==> src/rtl/rv32i_ctrl_pkg.sv <==
// Shared encodings for the RV32I multi-cycle controller: states, opcodes,
// instruction classes and the writeback / PC source selects.
package rv32i_ctrl_pkg;

    typedef enum logic [2:0] {
        S_FETCH  = 3'd0,
        S_DECODE = 3'd1,
        S_EXEC   = 3'd2,
        S_MEM    = 3'd3,
        S_WB     = 3'd4,
        S_FAULT  = 3'd5
    } state_t;

    localparam logic [6:0] OPC_OP     = 7'b0110011;
    localparam logic [6:0] OPC_OPIMM  = 7'b0010011;
    localparam logic [6:0] OPC_LUI    = 7'b0110111;
    localparam logic [6:0] OPC_AUIPC  = 7'b0010111;
    localparam logic [6:0] OPC_JAL    = 7'b1101111;
    localparam logic [6:0] OPC_JALR   = 7'b1100111;
    localparam logic [6:0] OPC_BRANCH = 7'b1100011;
    localparam logic [6:0] OPC_LOAD   = 7'b0000011;
    localparam logic [6:0] OPC_STORE  = 7'b0100011;
    localparam logic [6:0] OPC_FENCE  = 7'b0001111;
    localparam logic [6:0] OPC_SYSTEM = 7'b1110011;

    // CLS_NONE doubles as "illegal opcode" out of the decoder.
    typedef enum logic [3:0] {
        CLS_NONE   = 4'd0,
        CLS_OP     = 4'd1,
        CLS_OPIMM  = 4'd2,
        CLS_LUI    = 4'd3,
        CLS_AUIPC  = 4'd4,
        CLS_JAL    = 4'd5,
        CLS_JALR   = 4'd6,
        CLS_BRANCH = 4'd7,
        CLS_LOAD   = 4'd8,
        CLS_STORE  = 4'd9,
        CLS_FENCE  = 4'd10,
        CLS_SYSTEM = 4'd11
    } cls_t;

    localparam logic [1:0] WB_ALU = 2'd0;
    localparam logic [1:0] WB_MDR = 2'd1;
    localparam logic [1:0] WB_PC4 = 2'd2;
    localparam logic [1:0] WB_IMM = 2'd3;

    localparam logic [1:0] PC_PLUS4  = 2'd0;
    localparam logic [1:0] PC_BRANCH = 2'd1;
    localparam logic [1:0] PC_JUMP   = 2'd2;

    function automatic cls_t decode_class(input logic [6:0] opc);
        cls_t c;
        case (opc)
            OPC_OP:     c = CLS_OP;
            OPC_OPIMM:  c = CLS_OPIMM;
            OPC_LUI:    c = CLS_LUI;
            OPC_AUIPC:  c = CLS_AUIPC;
            OPC_JAL:    c = CLS_JAL;
            OPC_JALR:   c = CLS_JALR;
            OPC_BRANCH: c = CLS_BRANCH;
            OPC_LOAD:   c = CLS_LOAD;
            OPC_STORE:  c = CLS_STORE;
            OPC_FENCE:  c = CLS_FENCE;
            OPC_SYSTEM: c = CLS_SYSTEM;
            default:    c = CLS_NONE;
        endcase
        return c;
    endfunction

endpackage

==> src/rtl/rv32i_bus_timer.sv <==
// Wait-cycle counter for one bus request. Counts cycles spent waiting for an
// ack and flags expiry on the last allowed waiting cycle. BUS_TIMEOUT=0
// disables expiry entirely.
module rv32i_bus_timer #(
    parameter int BUS_TIMEOUT = 16
) (
    input  logic clk_i,
    input  logic rst_i,
    input  logic clear_i,
    input  logic inc_i,
    output logic expire_o
);

    localparam int TW = ($clog2(BUS_TIMEOUT + 1) > 1) ? $clog2(BUS_TIMEOUT + 1) : 1;
    localparam bit ENABLED = (BUS_TIMEOUT > 0);
    localparam logic [TW-1:0] LIMIT = ENABLED ? TW'(BUS_TIMEOUT - 1) : '0;

    logic [TW-1:0] count_q;

    // Count waiting cycles; saturate at the limit so the value never wraps.
    always_ff @(posedge clk_i) begin
        if (rst_i || clear_i) begin
            count_q <= '0;
        end else if (inc_i && ENABLED && (count_q != LIMIT)) begin
            count_q <= count_q + TW'(1);
        end
    end

    // Expiry only in a waiting cycle, so an ack in the same cycle wins.
    assign expire_o = ENABLED && inc_i && (count_q == LIMIT);

endmodule

==> src/rtl/rv32i_ctrl_fsm.sv <==
// Multi-cycle sequencer for the RV32I datapath: FETCH/DECODE/EXEC/MEM/WB
// with a sticky FAULT state for illegal opcodes and bus timeouts.
// Bus handshake: mem_req_o is held high from the first request cycle until
// the cycle in which mem_ack_i is seen high; that cycle completes the
// transfer and the request is never withdrawn before it.
module rv32i_ctrl_fsm
    import rv32i_ctrl_pkg::*;
#(
    parameter int BUS_TIMEOUT = 16
) (
    input  logic       clk_i,
    input  logic       rst_i,
    input  logic [6:0] opcode_i,
    input  logic       br_taken_i,
    input  logic       mem_ack_i,
    output logic       mem_req_o,
    output logic       mem_we_o,
    output logic       mem_addr_sel_o,
    output logic       ir_we_o,
    output logic       mdr_we_o,
    output logic       ari_o,
    output logic       ar_o,
    output logic       br_o,
    output logic       lui_auipc_o,
    output logic       alu_force_add_o,
    output logic       alu_a_sel_o,
    output logic       rf_we_o,
    output logic [1:0] wb_sel_o,
    output logic       pc_we_o,
    output logic [1:0] pc_sel_o,
    output logic       fault_o,
    output logic [2:0] state_o
);

    state_t state_q, state_d;
    cls_t   cls_q;
    cls_t   dec_cls;
    logic   waiting, timer_inc, timer_expire;
    logic   wr_ok;

    assign dec_cls   = decode_class(opcode_i);
    assign waiting   = (state_q == S_FETCH) || (state_q == S_MEM);
    assign timer_inc = waiting && !mem_ack_i;
    // A reset cycle must not commit any architectural write.
    assign wr_ok     = !rst_i;

    // Leaving a request state (or never being in one) clears the timer, so it
    // always starts from zero on entry to FETCH or MEM.
    rv32i_bus_timer #(.BUS_TIMEOUT(BUS_TIMEOUT)) u_timer (
        .clk_i    (clk_i),
        .rst_i    (rst_i),
        .clear_i  (!timer_inc),
        .inc_i    (timer_inc),
        .expire_o (timer_expire)
    );

    // State register.
    always_ff @(posedge clk_i) begin
        if (rst_i) state_q <= S_FETCH;
        else       state_q <= state_d;
    end

    // Instruction class is captured once, at the end of DECODE.
    always_ff @(posedge clk_i) begin
        if (rst_i)                    cls_q <= CLS_NONE;
        else if (state_q == S_DECODE) cls_q <= dec_cls;
    end

    // Next-state logic.
    always_comb begin
        state_d = state_q;
        case (state_q)
            S_FETCH: begin
                if (mem_ack_i)         state_d = S_DECODE;
                else if (timer_expire) state_d = S_FAULT;
            end
            S_DECODE: state_d = (dec_cls == CLS_NONE) ? S_FAULT : S_EXEC;
            S_EXEC: begin
                case (cls_q)
                    CLS_OP, CLS_OPIMM, CLS_LUI, CLS_AUIPC,
                    CLS_JAL, CLS_JALR:                 state_d = S_WB;
                    CLS_LOAD, CLS_STORE:               state_d = S_MEM;
                    CLS_BRANCH, CLS_FENCE, CLS_SYSTEM: state_d = S_FETCH;
                    default:                           state_d = S_FAULT;
                endcase
            end
            S_MEM: begin
                if (mem_ack_i)         state_d = (cls_q == CLS_LOAD) ? S_WB : S_FETCH;
                else if (timer_expire) state_d = S_FAULT;
            end
            S_WB:    state_d = S_FETCH;
            S_FAULT: state_d = S_FAULT;
            default: state_d = S_FAULT;
        endcase
    end

    // Output decode: Moore on state/class, plus the ack- and branch-qualified terms.
    always_comb begin
        mem_req_o       = 1'b0;
        mem_we_o        = 1'b0;
        mem_addr_sel_o  = 1'b0;
        ir_we_o         = 1'b0;
        mdr_we_o        = 1'b0;
        ari_o           = 1'b0;
        ar_o            = 1'b0;
        br_o            = 1'b0;
        lui_auipc_o     = 1'b0;
        alu_force_add_o = 1'b0;
        alu_a_sel_o     = 1'b0;
        rf_we_o         = 1'b0;
        wb_sel_o        = WB_ALU;
        pc_we_o         = 1'b0;
        pc_sel_o        = PC_PLUS4;
        fault_o         = 1'b0;
        case (state_q)
            S_FETCH: begin
                mem_req_o = 1'b1;
                ir_we_o   = mem_ack_i && wr_ok;
            end
            S_EXEC: begin
                case (cls_q)
                    CLS_OP:    ar_o  = 1'b1;
                    CLS_OPIMM: ari_o = 1'b1;
                    CLS_LUI:   lui_auipc_o = 1'b1;
                    CLS_AUIPC: begin
                        lui_auipc_o = 1'b1;
                        alu_a_sel_o = 1'b1;
                    end
                    CLS_BRANCH: begin
                        br_o     = 1'b1;
                        pc_we_o  = wr_ok;
                        pc_sel_o = br_taken_i ? PC_BRANCH : PC_PLUS4;
                    end
                    CLS_LOAD, CLS_STORE, CLS_JALR: alu_force_add_o = 1'b1;
                    CLS_JAL: begin
                        alu_force_add_o = 1'b1;
                        alu_a_sel_o     = 1'b1;
                    end
                    CLS_FENCE, CLS_SYSTEM: pc_we_o = wr_ok;
                    default: ;
                endcase
            end
            S_MEM: begin
                mem_req_o       = 1'b1;
                mem_addr_sel_o  = 1'b1;
                mem_we_o        = (cls_q == CLS_STORE);
                alu_force_add_o = 1'b1;
                mdr_we_o        = mem_ack_i && (cls_q == CLS_LOAD) && wr_ok;
                pc_we_o         = mem_ack_i && (cls_q == CLS_STORE) && wr_ok;
            end
            S_WB: begin
                rf_we_o = wr_ok;
                pc_we_o = wr_ok;
                case (cls_q)
                    CLS_LOAD:          wb_sel_o = WB_MDR;
                    CLS_JAL, CLS_JALR: wb_sel_o = WB_PC4;
                    CLS_LUI:           wb_sel_o = WB_IMM;
                    default:           wb_sel_o = WB_ALU;
                endcase
                if (cls_q == CLS_JAL || cls_q == CLS_JALR) pc_sel_o = PC_JUMP;
            end
            S_FAULT: fault_o = 1'b1;
            default: ;
        endcase
    end

    assign state_o = state_q;

endmodule

==> config.mk <==
export PLATFORM = sky130hd
export DESIGN_NAME = rv32i_ctrl_fsm
export DESIGN_NICKNAME = d
export VERILOG_FILES = /design/src/rtl/rv32i_ctrl_pkg.sv /design/src/rtl/rv32i_bus_timer.sv /design/src/rtl/rv32i_ctrl_fsm.sv
export SDC_FILE = /design/constraint.sdc
export NUM_CORES = 1
export LEC_CHECK = 0
export ABC_AREA = 1
export BUFFER_PORTS_ARGS = -buffer_cell sky130_fd_sc_hd__buf_2
export CORE_ASPECT_RATIO = 0.7
export CORE_MARGIN = 3
export CORE_UTILIZATION = 51
export DETAILED_ROUTE_END_ITERATION = 12
export PLACE_DENSITY = 0.89
export SYNTH_ARGS = -nofsm -noshare
export SYNTH_HDL_FRONTEND = slang
export SYNTH_SLANG_ARGS = --single-unit
==> constraint.sdc <==
create_clock -name clk_i -period 1.8 [get_ports clk_i]
set_input_delay 0.36 -clock clk_i [delete_from_list [all_inputs] [get_ports clk_i]]
set_output_delay 0.36 -clock clk_i [all_outputs]
set_load 0.01 [all_outputs]
# After elaboration in Yosys (flattened, before gate mapping)
# Memory sizes are Yosys's and may differ from the RTL's. A register that Yosys moved wholly into a read port is not among the register bits.
# Index checks and enable logic that the tools add are counted.
# word_totals
rom_bits	48
out_inout_bits	21
word_cells	92
memories	1
input_bits	11
ff_bits	12
# classes
n_eq_ne	29
add_sub_neg	1
n_reduce_logical	22
n_mux	36
# mem_list
name	depth	width	rd	rd_clocked_by_memory_dff	wr	line_no	source
(name not given)	16	3	1	1	0	rv32i_ctrl_fsm.sv:79	case (cls_q)
# ops
op	n
one-hot mux 4 bit (11 select lines)	1
== test 7 bit, second input constant	4
== test 7 x 6 -> 1 bit, second input constant	3
two-way mux 1 bit	21
== test 4 x 3 -> 1 bit, second input constant	4
== test 4 bit, second input constant	4
two-way mux 3 bit	5
one-hot mux 3 bit (5 select lines)	1
== test 7 x 5 -> 1 bit, second input constant	2
== test 4 x 2 -> 1 bit, second input constant	2
logical AND 1 bit	8
two-way mux 4 bit	2
OR reduction 2 bit	4
== test 7 x 2 -> 1 bit, second input constant	1
== test 7 x 4 -> 1 bit, second input constant	1
== test 3 x 2 -> 1 bit, second input constant	2
== test 3 bit, second input constant	2
one-hot mux 2 bit (3 select lines)	1
adder 5 x 1 -> 5 bit, second input constant	1
== test 5 x 4 -> 1 bit, second input constant	1
!= test 5 x 4 -> 1 bit, second input constant	1
== test 4 x 1 -> 1 bit, second input constant	1
logical NOT 4 bit	1
two-way mux 2 bit	2
9 further kinds	13

# Logic depth before layout (Yosys ltp)
# Gate-level depths: netlist of the first run.
# depth
word_depth	7
ltp_mapped	12
ltp_nobuf	12

# Modules after synthesis
# From an unflattened synthesis of the first run, not the netlist that was laid out.
# unflattened
hier_cells	192
area_unflattened_um2	1149.9
# by_module_without_submodules
mod	n_inst	area_per_inst_um2	seq_area_each_um2	cells_each
rv32i_ctrl_fsm	1	865.8	200.2	154
rv32i_bus_timer	1	284.0	100.1	38

# Least setup slack after synthesis of the first run
# Ideal clock, no wire load.
# synth_timing
kind	register to output
start	reg state_q[1], in the netlist state_o[1]
end	out pc_we_o
required_time_ns	1.440
stages_incl_launch_ff	4
setup_slack_ns	0.098
n_path_buf	0
t_arrival_ns	1.342
path_cell_list	dfxtp_1 -> nand3_2 -> nor3_1 -> a221o_1
# synth_via
elab_chain_len	2
word_cells_on_any_way	4
classes_between	eq/ne: 3; mux: 1
# synth_lines
element	line_no	source
start, declared	rv32i_ctrl_fsm.sv:35	state_t state_q, state_d;
start signal, assigned	rv32i_ctrl_fsm.sv:60	else state_q <= state_d;
== test 3 bit / == test 3 x 2 -> 1 bit (equally long branches)	rv32i_ctrl_fsm.sv:115	case (state_q)
one-hot mux 1 bit (3 select lines) (*)	rv32i_ctrl_fsm.sv:115	
end, declared	rv32i_ctrl_fsm.sv:29	output logic pc_we_o,
# Every way passes the cells marked *; elsewhere a longest branch is shown, timed or not.

# Worst setup path after layout of the first run
# layout_timing
start	reg state_q[2], in the netlist state_o[2]
end	out pc_we_o
# Same word-level chain as after synthesis.

==> impl_metrics.env, run 1 <==
export IMPL_outcome="completed"
export IMPL_root_buf_cell="clkbuf_4"
export IMPL_syn_area_mm2=0.00112
export IMPL_route_detailed_drc=0
export IMPL_worst_hold_path_type="input pin to flop"
export IMPL_vdd_drop_max_v=0.000505
export IMPL_wl_per_cell_um=11.6
export IMPL_cts_sinks=15
export IMPL_power_density_cell_area_mw_per_mm2=756
export IMPL_crit_arrival_ps=1390
export IMPL_die_height_um=45.2
export IMPL_max_slew_margin_rel_pct=79.1
export IMPL_timing_max_cap_violations=0
export IMPL_launching_element_type_of_the_critical_path="flop"
export IMPL_nets=235
export IMPL_detail_route_first_pass_iterations=4
export IMPL_wl_met2_mm=1.29
export IMPL_synth_ff_latch_count=15
export IMPL_post_dp_cell_area_mm2=0.00131
export IMPL_layout_drive_gt1_share_pct=33.5
export IMPL_critPathTopFamily="flip-flops"
export IMPL_final_min_period_over_clock_period_pct=97.1
export IMPL_detailedPlace_worstSlack_ps=223
export IMPL_peak_clock_frequency_supported_by_timing_ghz=0.572
export IMPL_tritoncts_num_buffers=3
export IMPL_critPathKind="flop to output port"
export IMPL_synth_warnings=0
export IMPL_place_inst=245
export IMPL_cts_root_to_sink_buffers=2
export IMPL_diodes=0
export IMPL_synthCells=185
export IMPL_grt_antenna_before_repair=0
export IMPL_grt_usage_pct=22.5
export IMPL_num_io_pins=32
export IMPL_final_setup_viol_count=0
export IMPL_timing_worst_slew_pin_value_ps=311
export IMPL_insertion_delay_of_the_later_clocked_pin_in_the_worst_skew_pair_ps=280
export IMPL_post_synth_top_area_fraction_pct=26.8
export IMPL_yosysSeqAreaShare_pct=26.8
export IMPL_slowest_cell_on_the_critical_path="dfxtp_2"
export IMPL_final_replace_weighted_congestion=0.908
export IMPL_cp_max_stage_delay_ps=390
export IMPL_htreeDepth=1
export IMPL_post_synth_top_area_cell="dfxtp_1"
export IMPL_synthesis_to_layout_area_growth_pct=24.0
export IMPL_cp_required_ps=1440
export IMPL_routed_wl_mm=2.91
export IMPL_fp_dieW_um=62.0
export IMPL_post_dp_hpwl_mm=2.17
export IMPL_grt_setup_unrepaired="true"
export IMPL_synth_area_top_cells="dfxtp_1 (27%), nand2_1 (13%), nor2_1 (11%)"
export IMPL_layout_setup_ws_ps=51.6
export IMPL_period_needed_ps=1750
export IMPL_mostFrequentLayoutCells="nand2_1 (38), nor2_1 (31), buf_2 (31)"
export IMPL_fp_row_count=13
export IMPL_fin_worst_skew_ps=2.96
export IMPL_cts_hold_repair_buffers=0
export IMPL_timing_hold_ws_ps=420
export IMPL_grt_pass1_vias=1125
export IMPL_pin_count_of_the_biggest_net_entering_global_routing=14
export IMPL_cp_cell_sequence="inv_2, nand3_4, nor2_1, a221o_1, buf_2"
export IMPL_via_count=1275
export IMPL_worst_setup_path_end_kind="output port"
export IMPL_leakage_nw=0.693
export IMPL_grt_first_pass_wirelength_mm=4.70
export IMPL_routedLengthMet1_mm=1.47
export IMPL_worstPathMaxFanout=6
export IMPL_dr_wl_met3_um=124
export IMPL_syn_mean_instance_area_um2=6.05
export IMPL_tritoncts="built"
export IMPL_grt_overflow=0
export IMPL_clk_pin_slew_ps=90
export IMPL_layout_commonest_cell="nand2_1"
export IMPL_buffer_ports_inserted=31
export IMPL_slew_viol_final=0
export IMPL_drtAntennaViolNets=0
export IMPL_worst_path_buf_inv=2
export IMPL_floorplan_die_area_mm2=0.00280
export IMPL_coreArea_mm2=0.00197
export IMPL_post_route_util_pct=70.5
export IMPL_layout_cells_non_filler=251
export IMPL_fin_tns_setup_ps=0
export IMPL_drt_iter0_markers=104
export IMPL_synth_cell_types=29
export IMPL_initial_utilization_pct=56.8
export IMPL_top_layer_used="met4"
export IMPL_routed_via_density=5.08
export IMPL_report_power_total_mw=1.05
export IMPL_timing_hold_violations_final=0
export IMPL_fin_area_mm2=0.00139
export IMPL_synthesized_net_count=198
[synthesized netlist by cell type, drive strengths merged]
master  count
a221o       1
a31oi       1
nand4       3
clkinv      2
nor4        2
and2        1
nand2      44
o21ai      11
clkbuf      1
a211oi      1
a21oi      16
dfxtp      15
nand3       9
nor2       37
nor3        7
xor2        2
ha          2
nor3b       1
inv        29
[worst reg2reg max path, delay by kind of cell, from the launching register on]
family | cells | cell delay (ps)
simple gates | 5 | 390
flops | 1 | 360
xor+xnor | 1 | 170
buf+inv | 1 | 150
fa+ha+maj | 2 | 440
[path summary, 6_finish.rpt]
| check | startpoint | to | slack [ps] | cells after the start |
|---|---|---|---|---|
| worst max-delay path | state_o[2]$_SDFF_PP0_ | pc_we_o | 50 | 5 |
| worst min-delay path | rst_i | state_o[1]$_SDFF_PP0_ | 420 | 2 |
| worst max register to register | u_timer.count_q[0]$_SDFFE_PP0P_ | u_timer.count_q[3]$_SDFFE_PP0P_ | 200 | 9 |
| worst min register to register | u_timer.count_q[1]$_SDFFE_PP0P_ | u_timer.count_q[1]$_SDFFE_PP0P_ | 490 | 2 |
[cells by family (layout without fill, tap and decap cells)]
logic type / after synthesis / after routing / share of synthesized area (%)
AND/OR/NAND/NOR: 104 / 104 / 43.0
buffers and inverters: 32 / 68 / 11.2
AO/OA/AOI/OAI: 30 / 30 / 15.2
flip-flops: 15 / 15 / 26.8
adder cells (fa/ha/maj): 2 / 2 / 2.24
XOR/XNOR: 2 / 2 / 1.57
[report_power, final]
group	switching (mW)	internal [mW]	total, mW
combinational	0.272	0.140	0.412
clock	0.112	0.0825	0.194
sequential	0.0510	0.391	0.442
[per-layer routing]
metal  global-route usage, %  up-vias
met5                       0        -
met4                    5.93        0
met3                    5.14        2
met2                    34.3       29
met1                    31.9      575
li1                        -      669
[what timing repair did]
item | CTS | global route
gates resized for setup | 7 | 13
setup buffers | 0 | 2
setup endpoints to repair | 2 | 8
pin swaps | 0 | 2
[cell type report]
class	instances	area (um2)
Timing Repair Buffer	33	170
Fill cell	173	581
Multi-Input combinational cell	138	718
Clock inverter	1	5.00
Sequential cell	15	313
Tap cell	30	37.5
Inverter	31	121
Clock buffer	3	22.5
Power figures use the tool's default switching activity.
==> inputs of run 2 (changes only) <==
--- a/config.mk
+++ b/config.mk
@@ -9,9 +9,9 @@
 export BUFFER_PORTS_ARGS = -buffer_cell sky130_fd_sc_hd__buf_2
 export CORE_ASPECT_RATIO = 0.7
 export CORE_MARGIN = 3
-export CORE_UTILIZATION = 51
+export CORE_UTILIZATION = 55
 export DETAILED_ROUTE_END_ITERATION = 12
-export PLACE_DENSITY = 0.89
+export PLACE_DENSITY = 0.94
 export SYNTH_ARGS = -nofsm -noshare
 export SYNTH_HDL_FRONTEND = slang
 export SYNTH_SLANG_ARGS = --single-unit
==> constraint.sdc (replaced) <==
create_clock -name clk_i -period 2.2 [get_ports clk_i]
set_input_delay 0.44 -clock clk_i [delete_from_list [all_inputs] [get_ports clk_i]]
set_output_delay 0.44 -clock clk_i [all_outputs]
set_load 0.01 [all_outputs]
==> run 2 against run 1 <==
Against the previous run:
- core utilization increased by 5.5 points
- largest cell class unchanged
- flip-flop and latch count unchanged
- clock power decreased by 20%
==> impl_metrics.env, run 2 (synthesis results as in run 1) <==
export IMPL_max_slew_margin_rel_pct=77.2
export IMPL_initial_utilization_pct=64.2
export IMPL_routed_via_density=5.59
export IMPL_grt_overflow=0
export IMPL_clk_pin_slew_ps=100
export IMPL_nets=233
export IMPL_grt_first_pass_wirelength_mm=4.53
export IMPL_launching_element_type_of_the_critical_path="flop"
export IMPL_leakage_nw=0.682
export IMPL_peak_clock_frequency_supported_by_timing_ghz=0.486
export IMPL_final_min_period_over_clock_period_pct=93.4
export IMPL_timing_max_cap_violations=0
export IMPL_mostFrequentLayoutCells="nand2_1 (39), nor2_1 (34), buf_2 (31)"
export IMPL_cts_sinks=15
export IMPL_post_dp_hpwl_mm=2.43
export IMPL_cts_hold_repair_buffers=0
export IMPL_fin_worst_skew_ps=17.1
export IMPL_layout_commonest_cell="nand2_1"
export IMPL_worst_hold_path_type="flop to flop"
export IMPL_drt_iter0_markers=130
export IMPL_crit_arrival_ps=1620
export IMPL_final_setup_viol_count=0
export IMPL_grt_pass1_vias=1098
export IMPL_detail_route_first_pass_iterations=4
export IMPL_vdd_drop_max_v=0.000726
export IMPL_cp_startpoint="state_o[1]$_SDFF_PP0_"
export IMPL_cp_max_stage_delay_ps=510
export IMPL_worstPathMaxFanout=7
export IMPL_routed_wl_mm=3.04
export IMPL_critPathTopFamily="flip-flops"
export IMPL_buffer_ports_inserted=31
export IMPL_synthesis_to_layout_area_growth_pct=18.3
export IMPL_diodes=0
export IMPL_timing_hold_violations_final=0
export IMPL_coreArea_mm2=0.00174
export IMPL_final_replace_weighted_congestion=0.945
export IMPL_grt_setup_unrepaired="false"
export IMPL_num_io_pins=32
export IMPL_drtAntennaViolNets=0
export IMPL_tritoncts="built"
export IMPL_timing_hold_worst_start="u_timer.count_q[2]$_SDFFE_PP0P_"
export IMPL_critPathKind="flop to output port"
export IMPL_timing_worst_slew_pin_value_ps=340
export IMPL_layout_drive_gt1_share_pct=25.6
export IMPL_fp_dieW_um=59.9
export IMPL_fin_area_mm2=0.00132
export IMPL_grt_usage_pct=22.5
export IMPL_outcome="completed"
export IMPL_cts_resized=0
export IMPL_insertion_delay_of_the_later_clocked_pin_in_the_worst_skew_pair_ps=290
export IMPL_htreeDepth=1
export IMPL_slowest_cell_on_the_critical_path="dfxtp_1"
export IMPL_cts_root_to_sink_buffers=2
export IMPL_timing_hold_ws_ps=474
export IMPL_die_height_um=43.7
export IMPL_startpoint_of_the_most_critical_register_to_register_path="u_timer.count_q[0]$_SDFFE_PP0P_"
export IMPL_worst_setup_path_end_kind="output port"
export IMPL_wl_per_cell_um=12.7
export IMPL_slew_viol_final=0
export IMPL_power_density_cell_area_mw_per_mm2=635
export IMPL_route_detailed_drc=0
export IMPL_pin_count_of_the_biggest_net_entering_global_routing=14
export IMPL_cp_cell_sequence="nand3_2, nor3_1, a221o_1, buf_2"
export IMPL_grt_antenna_before_repair=0
export IMPL_via_count=1341
export IMPL_fin_tns_setup_ps=0
export IMPL_root_buf_cell="clkbuf_4"
export IMPL_post_cts_setup_buffers=0
export IMPL_post_dp_cell_area_mm2=0.00130
export IMPL_worst_path_buf_inv=1
export IMPL_period_needed_ps=2060
export IMPL_floorplan_die_area_mm2=0.00262
export IMPL_cp_required_ps=1760
export IMPL_tritoncts_num_buffers=3
export IMPL_fp_row_count=12
export IMPL_report_power_total_mw=0.840
[run 2: cell count changes in the layout (fill, tap and decap cells not counted), sizes merged]
cell  before  now
buf       33   31
[run 2: routing by layer]
layer	routed length, um	GRT usage [%]
met5	0	0
met4	43	5.75
met3	367	5.95
met2	1370	36.0
met1	1260	30.1
[run 2: final timing paths]
path | endpoint | cells past startpoint | slack [ps]
min reg2reg | u_timer.count_q[2]$_SDFFE_PP0P_ | 2 | 470
max | pc_we_o | 4 | 140
min | u_timer.count_q[2]$_SDFFE_PP0P_ | 2 | 470
max reg2reg | state_o[0]$_SDFF_PP0_ | 8 | 590
[run 2: area by class of cell]
| cell class | count | area [um2] |
|---|---|---|
| Sequential cell | 15 | 300 |
| Inverter | 31 | 121 |
| Clock inverter | 1 | 5.00 |
| Fill cell | 134 | 418 |
| Timing Repair Buffer | 31 | 155 |
| Clock buffer | 3 | 22.5 |
| Multi-Input combinational cell | 138 | 693 |
| Tap cell | 21 | 26.3 |
[run 2: metrics by stage]
stage / setup WS, ps / util, % / std cells
floorplan: 418 / - / 185
global placement: 542 / 74.4 / 236
detailed placement: 484 / 74.4 / 236
CTS: 150 / 76.0 / 240
global route: 35.2 / 76.0 / 240
finish: 144 / 76.0 / 240
[run 2: worst register-to-register path, delay by kind of cell (launching register included)]
family | cells | cell delay, ps
fa+ha+maj | 2 | 480
compound gates | 3 | 390
flops | 1 | 380
simple gates | 2 | 170
buf+inv | 1 | 140
[run 2: report_power, final]
group          switching, mW  internal [mW]
Sequential            0.0405          0.316
Combinational          0.222          0.106
Clock                 0.0880         0.0676
==> inputs of run 3 (changes only) <==
--- a/config.mk
+++ b/config.mk
@@ -5,13 +5,13 @@
 export SDC_FILE = /design/constraint.sdc
 export NUM_CORES = 1
 export LEC_CHECK = 0
-export ABC_AREA = 1
 export BUFFER_PORTS_ARGS = -buffer_cell sky130_fd_sc_hd__buf_2
 export CORE_ASPECT_RATIO = 0.7
 export CORE_MARGIN = 3
 export CORE_UTILIZATION = 55
 export DETAILED_ROUTE_END_ITERATION = 12
-export PLACE_DENSITY = 0.94
+export GPL_TIMING_DRIVEN = 0
+export PLACE_DENSITY = 0.93
 export SYNTH_ARGS = -nofsm -noshare
 export SYNTH_HDL_FRONTEND = slang
 export SYNTH_SLANG_ARGS = --single-unit
==> run 3 against run 2 <==
Against the previous run:
- clock-buffer cell count stayed put
- first-iteration DRC count is 35% lower
- combinational power is 24% lower
- clock power is 3% higher
- critical path depth stayed put
- flip-flop and latch count stayed put
==> impl_metrics.env, run 3 <==
export IMPL_rr_endpoint="state_o[2]$_SDFF_PP0_"
export IMPL_synthesis_to_layout_area_growth_pct=20.9
export IMPL_layout_drive_gt1_share_pct=25.8
export IMPL_root_buf_cell="clkbuf_4"
export IMPL_diodes=0
export IMPL_drt_iter0_markers=85
export IMPL_startpoint_of_the_most_critical_register_to_register_path="u_timer.count_q[0]$_SDFFE_PP0P_"
export IMPL_outcome="completed"
export IMPL_post_synth_top_area_fraction_pct=25.8
export IMPL_r2r_slack_ps=360
export IMPL_num_io_pins=32
export IMPL_synth_ff_latch_count=15
export IMPL_grt_antenna_before_repair=0
export IMPL_synth_area_top_cells="dfxtp_1 (26%), nor2_1 (8.7%), a21oi_1 (6.0%)"
export IMPL_p_int_mw=0.462
export IMPL_slowest_cell_on_the_critical_path="or3_1"
export IMPL_synthesized_net_count=175
export IMPL_cts_sinks=15
export IMPL_setup_worst_path_end="ari_o"
export IMPL_yosysSeqAreaShare_pct=25.8
export IMPL_routed_wl_mm=3.32
export IMPL_grt_setup_unrepaired="true"
export IMPL_vdd_drop_max_v=0.000382
export IMPL_power_net_switching_mw=0.267
export IMPL_floorplan_die_area_mm2=0.00272
export IMPL_nFillCells=164
export IMPL_drtAntennaViolNets=0
export IMPL_htreeDepth=1
export IMPL_synth_edf_count=0
export IMPL_fp_dieW_um=61.0
export IMPL_peak_clock_frequency_supported_by_timing_ghz=0.459
export IMPL_power_density_cell_area_mw_per_mm2=517
export IMPL_timing_hold_violations_final=0
export IMPL_initial_utilization_pct=60.2
export IMPL_grt_overflow=0
export IMPL_nets=208
export IMPL_detail_route_first_pass_iterations=4
export IMPL_wl_per_cell_um=15.3
export IMPL_grt_busiest_layer="met2"
export IMPL_final_setup_viol_count=0
export IMPL_groute_layer_met2_usage_pct=42.9
export IMPL_clock_power_share_pct=22.1
export IMPL_max_slew_margin_rel_pct=65.0
export IMPL_synth_warnings=0
export IMPL_synth_cell_types=49
export IMPL_synthCells=162
export IMPL_insertion_delay_of_the_later_clocked_pin_in_the_worst_skew_pair_ps=300
export IMPL_clk_pin_slew_ps=100
export IMPL_post_route_util_pct=72.8
export IMPL_synthMostInstantiatedCell="nor2_1"
export IMPL_netlist_top_cells_count="nor2_1 (27), dfxtp_1 (15), a21oi_1 (14)"
export IMPL_final_seq_area_um2=305
export IMPL_fp_row_count=13
export IMPL_period_needed_ps=2180
export IMPL_ff2ff_path_depth=9
export IMPL_worst_path_buf_inv=2
export IMPL_post_cts_setup_buffers=0
export IMPL_tritoncts="built"
export IMPL_cts_hold_repair_buffers=0
export IMPL_cp_max_stage_delay_ps=440
export IMPL_grt_usage_pct=25.7
export IMPL_coreArea_mm2=0.00194
export IMPL_synth_main_ff_cell="dfxtp_1"
export IMPL_launching_element_type_of_the_critical_path="flop"
export IMPL_proportion_of_register_bits_with_asynchronous_set_or_reset_after_synthesis_pct=0
export IMPL_layout_commonest_cell="buf_2"
export IMPL_grt_pass1_vias=1181
export IMPL_tritoncts_num_buffers=3
export IMPL_combinationalPowerShare_pct=34.1
export IMPL_crit_arrival_ps=1740
export IMPL_pin_count_of_the_biggest_net_entering_global_routing=13
export IMPL_cts_root_to_sink_buffers=2
export IMPL_cp_startpoint="state_o[0]$_SDFF_PP0_"
export IMPL_timing_worst_slew_pin_value_ps=522
export IMPL_route_detailed_drc=0
export IMPL_gr_usage_met3_pct=7.00
export IMPL_worstPathMaxFanout=10
export IMPL_syn_mean_instance_area_um2=7.19
export IMPL_critPathTopFamily="simple AND/OR/NAND/NOR gates"
export IMPL_fin_tns_setup_ps=0
export IMPL_cts_resized=8
export IMPL_routed_via_density=6.24
export IMPL_final_min_period_over_clock_period_pct=99.1
export IMPL_die_height_um=44.5
export IMPL_cp_depth=4
export IMPL_cp_cell_sequence="clkbuf_2, or3_1, nor4b_2, buf_2"
export IMPL_fin_worst_skew_ps=13.5
export IMPL_post_synth_top_area_cell="dfxtp_1"
export IMPL_via_count=1348
export IMPL_leakage_nw=0.620
export IMPL_worst_setup_path_end_kind="output port"
export IMPL_slew_viol_final=0
export IMPL_timing_max_cap_violations=0
export IMPL_syn_area_mm2=0.00116
export IMPL_final_replace_weighted_congestion=0.898
export IMPL_switching_share_pct=36.6
export IMPL_buffer_ports_inserted=30
export IMPL_seq_power_share_pct=43.9
export IMPL_grt_first_pass_wirelength_mm=5.16
export IMPL_groute_layer_met1_usage_pct=29.6
export IMPL_critPathKind="flop to output port"
export IMPL_cp_required_ps=1760
export IMPL_multiInputGateArea_um2=836
export IMPL_worst_hold_path_type="input pin to flop"
export IMPL_mostFrequentLayoutCells="buf_2 (31), nor2_1 (27), a21oi_1 (14)"
export IMPL_post_dp_hpwl_mm=2.44
==> run 3: changes by cell type after synthesis, moves of 4 or more <==
cell,previous run,this run
nand3b_1,0,4
nand2_2,4,0
inv_1,25,6
nor3b_1,1,5
nand2_1,39,10
nor2b_1,0,4
o21ai_0,10,6
clkbuf_1,1,11
nand2b_1,0,4
nor2_1,34,27
a31oi_1,1,5
nand3_1,7,1
==> run 3: cell families after synthesis <==
group / Yosys count / synth area share (%)
AO/OA/AOI/OAI: 43 / 24.4
multiplexers: 3 / 2.69
buffers and inverters: 17 / 5.48
flip-flops: 15 / 25.8
adder cells (fa/ha/maj): 2 / 2.15
AND/OR/NAND/NOR: 77 / 35.8
XOR/XNOR: 5 / 3.76
==> run 3: worst register-to-register path, stage by stage, from the launching register on <==
cell	delay [ps]
dfxtp_1	380
ha_1	170
and3_1	160
ha_1	130
clkbuf_1	340
nand3b_1	130
a21oi_1	150
a21oi_1	60
o21a_1	120
a31oi_1	160
==> run 3: metrics by stage <==
step           std cells  cell area (um2)  power, mW  setup WS [ps]  hold slack (ps)
2_1_floorplan        162             1160      0.483           91.9              454
3_3_place_gp         214             1340      0.537           31.4              467
3_5_place_dp         214             1340      0.554          -29.1              481
4_1_cts              216             1380      0.715           20.8              463
5_1_grt              216             1410      0.765          -84.0              463
6_report             216             1410      0.728           19.4              463
==> run 3: worst min-delay path by stage <==
stage                                                from                               to  slack [ps]  depth (start not counted)
after floorplan           u_timer.count_q[4]$_SDFFE_PP0P_  u_timer.count_q[4]$_SDFFE_PP0P_         450                          2
after global placement    u_timer.count_q[4]$_SDFFE_PP0P_  u_timer.count_q[4]$_SDFFE_PP0P_         470                          2
after detailed placement  u_timer.count_q[4]$_SDFFE_PP0P_  u_timer.count_q[4]$_SDFFE_PP0P_         480                          2
after CTS                                           rst_i            state_o[1]$_SDFF_PP0_         460                          3
after global routing                                rst_i            state_o[1]$_SDFF_PP0_         460                          3
final                                               rst_i            state_o[1]$_SDFF_PP0_         460                          3
==> run 3: per-layer routing <==
layer	up-vias	routed length (um)	share of wire, %
met5	-	0	0
met4	0	106	3.2
met3	16	242	7.3
met2	67	1590	48
met1	616	1380	42
li1	649	-	-
==> run 3: area by class of cell <==
class,count,share of cell area [%]
multi-input cells,130,59.3
flip-flops and latches,15,21.7
repair buffers,30,10.7
plain buffers,9,2.84
well taps,22,1.95
clock buffers,3,1.60
inverters,6,1.60
clock inverters,1,0.355
==> run 3: power groups by stage <==
stage	Combinational (mW)	Clock [mW]	Sequential [mW]
global placement	0.220	0	0.317
global route	0.269	0.174	0.322
CTS	0.236	0.162	0.317
floorplan	0.166	0	0.317
detailed placement	0.236	0	0.318
finish	0.248	0.161	0.319
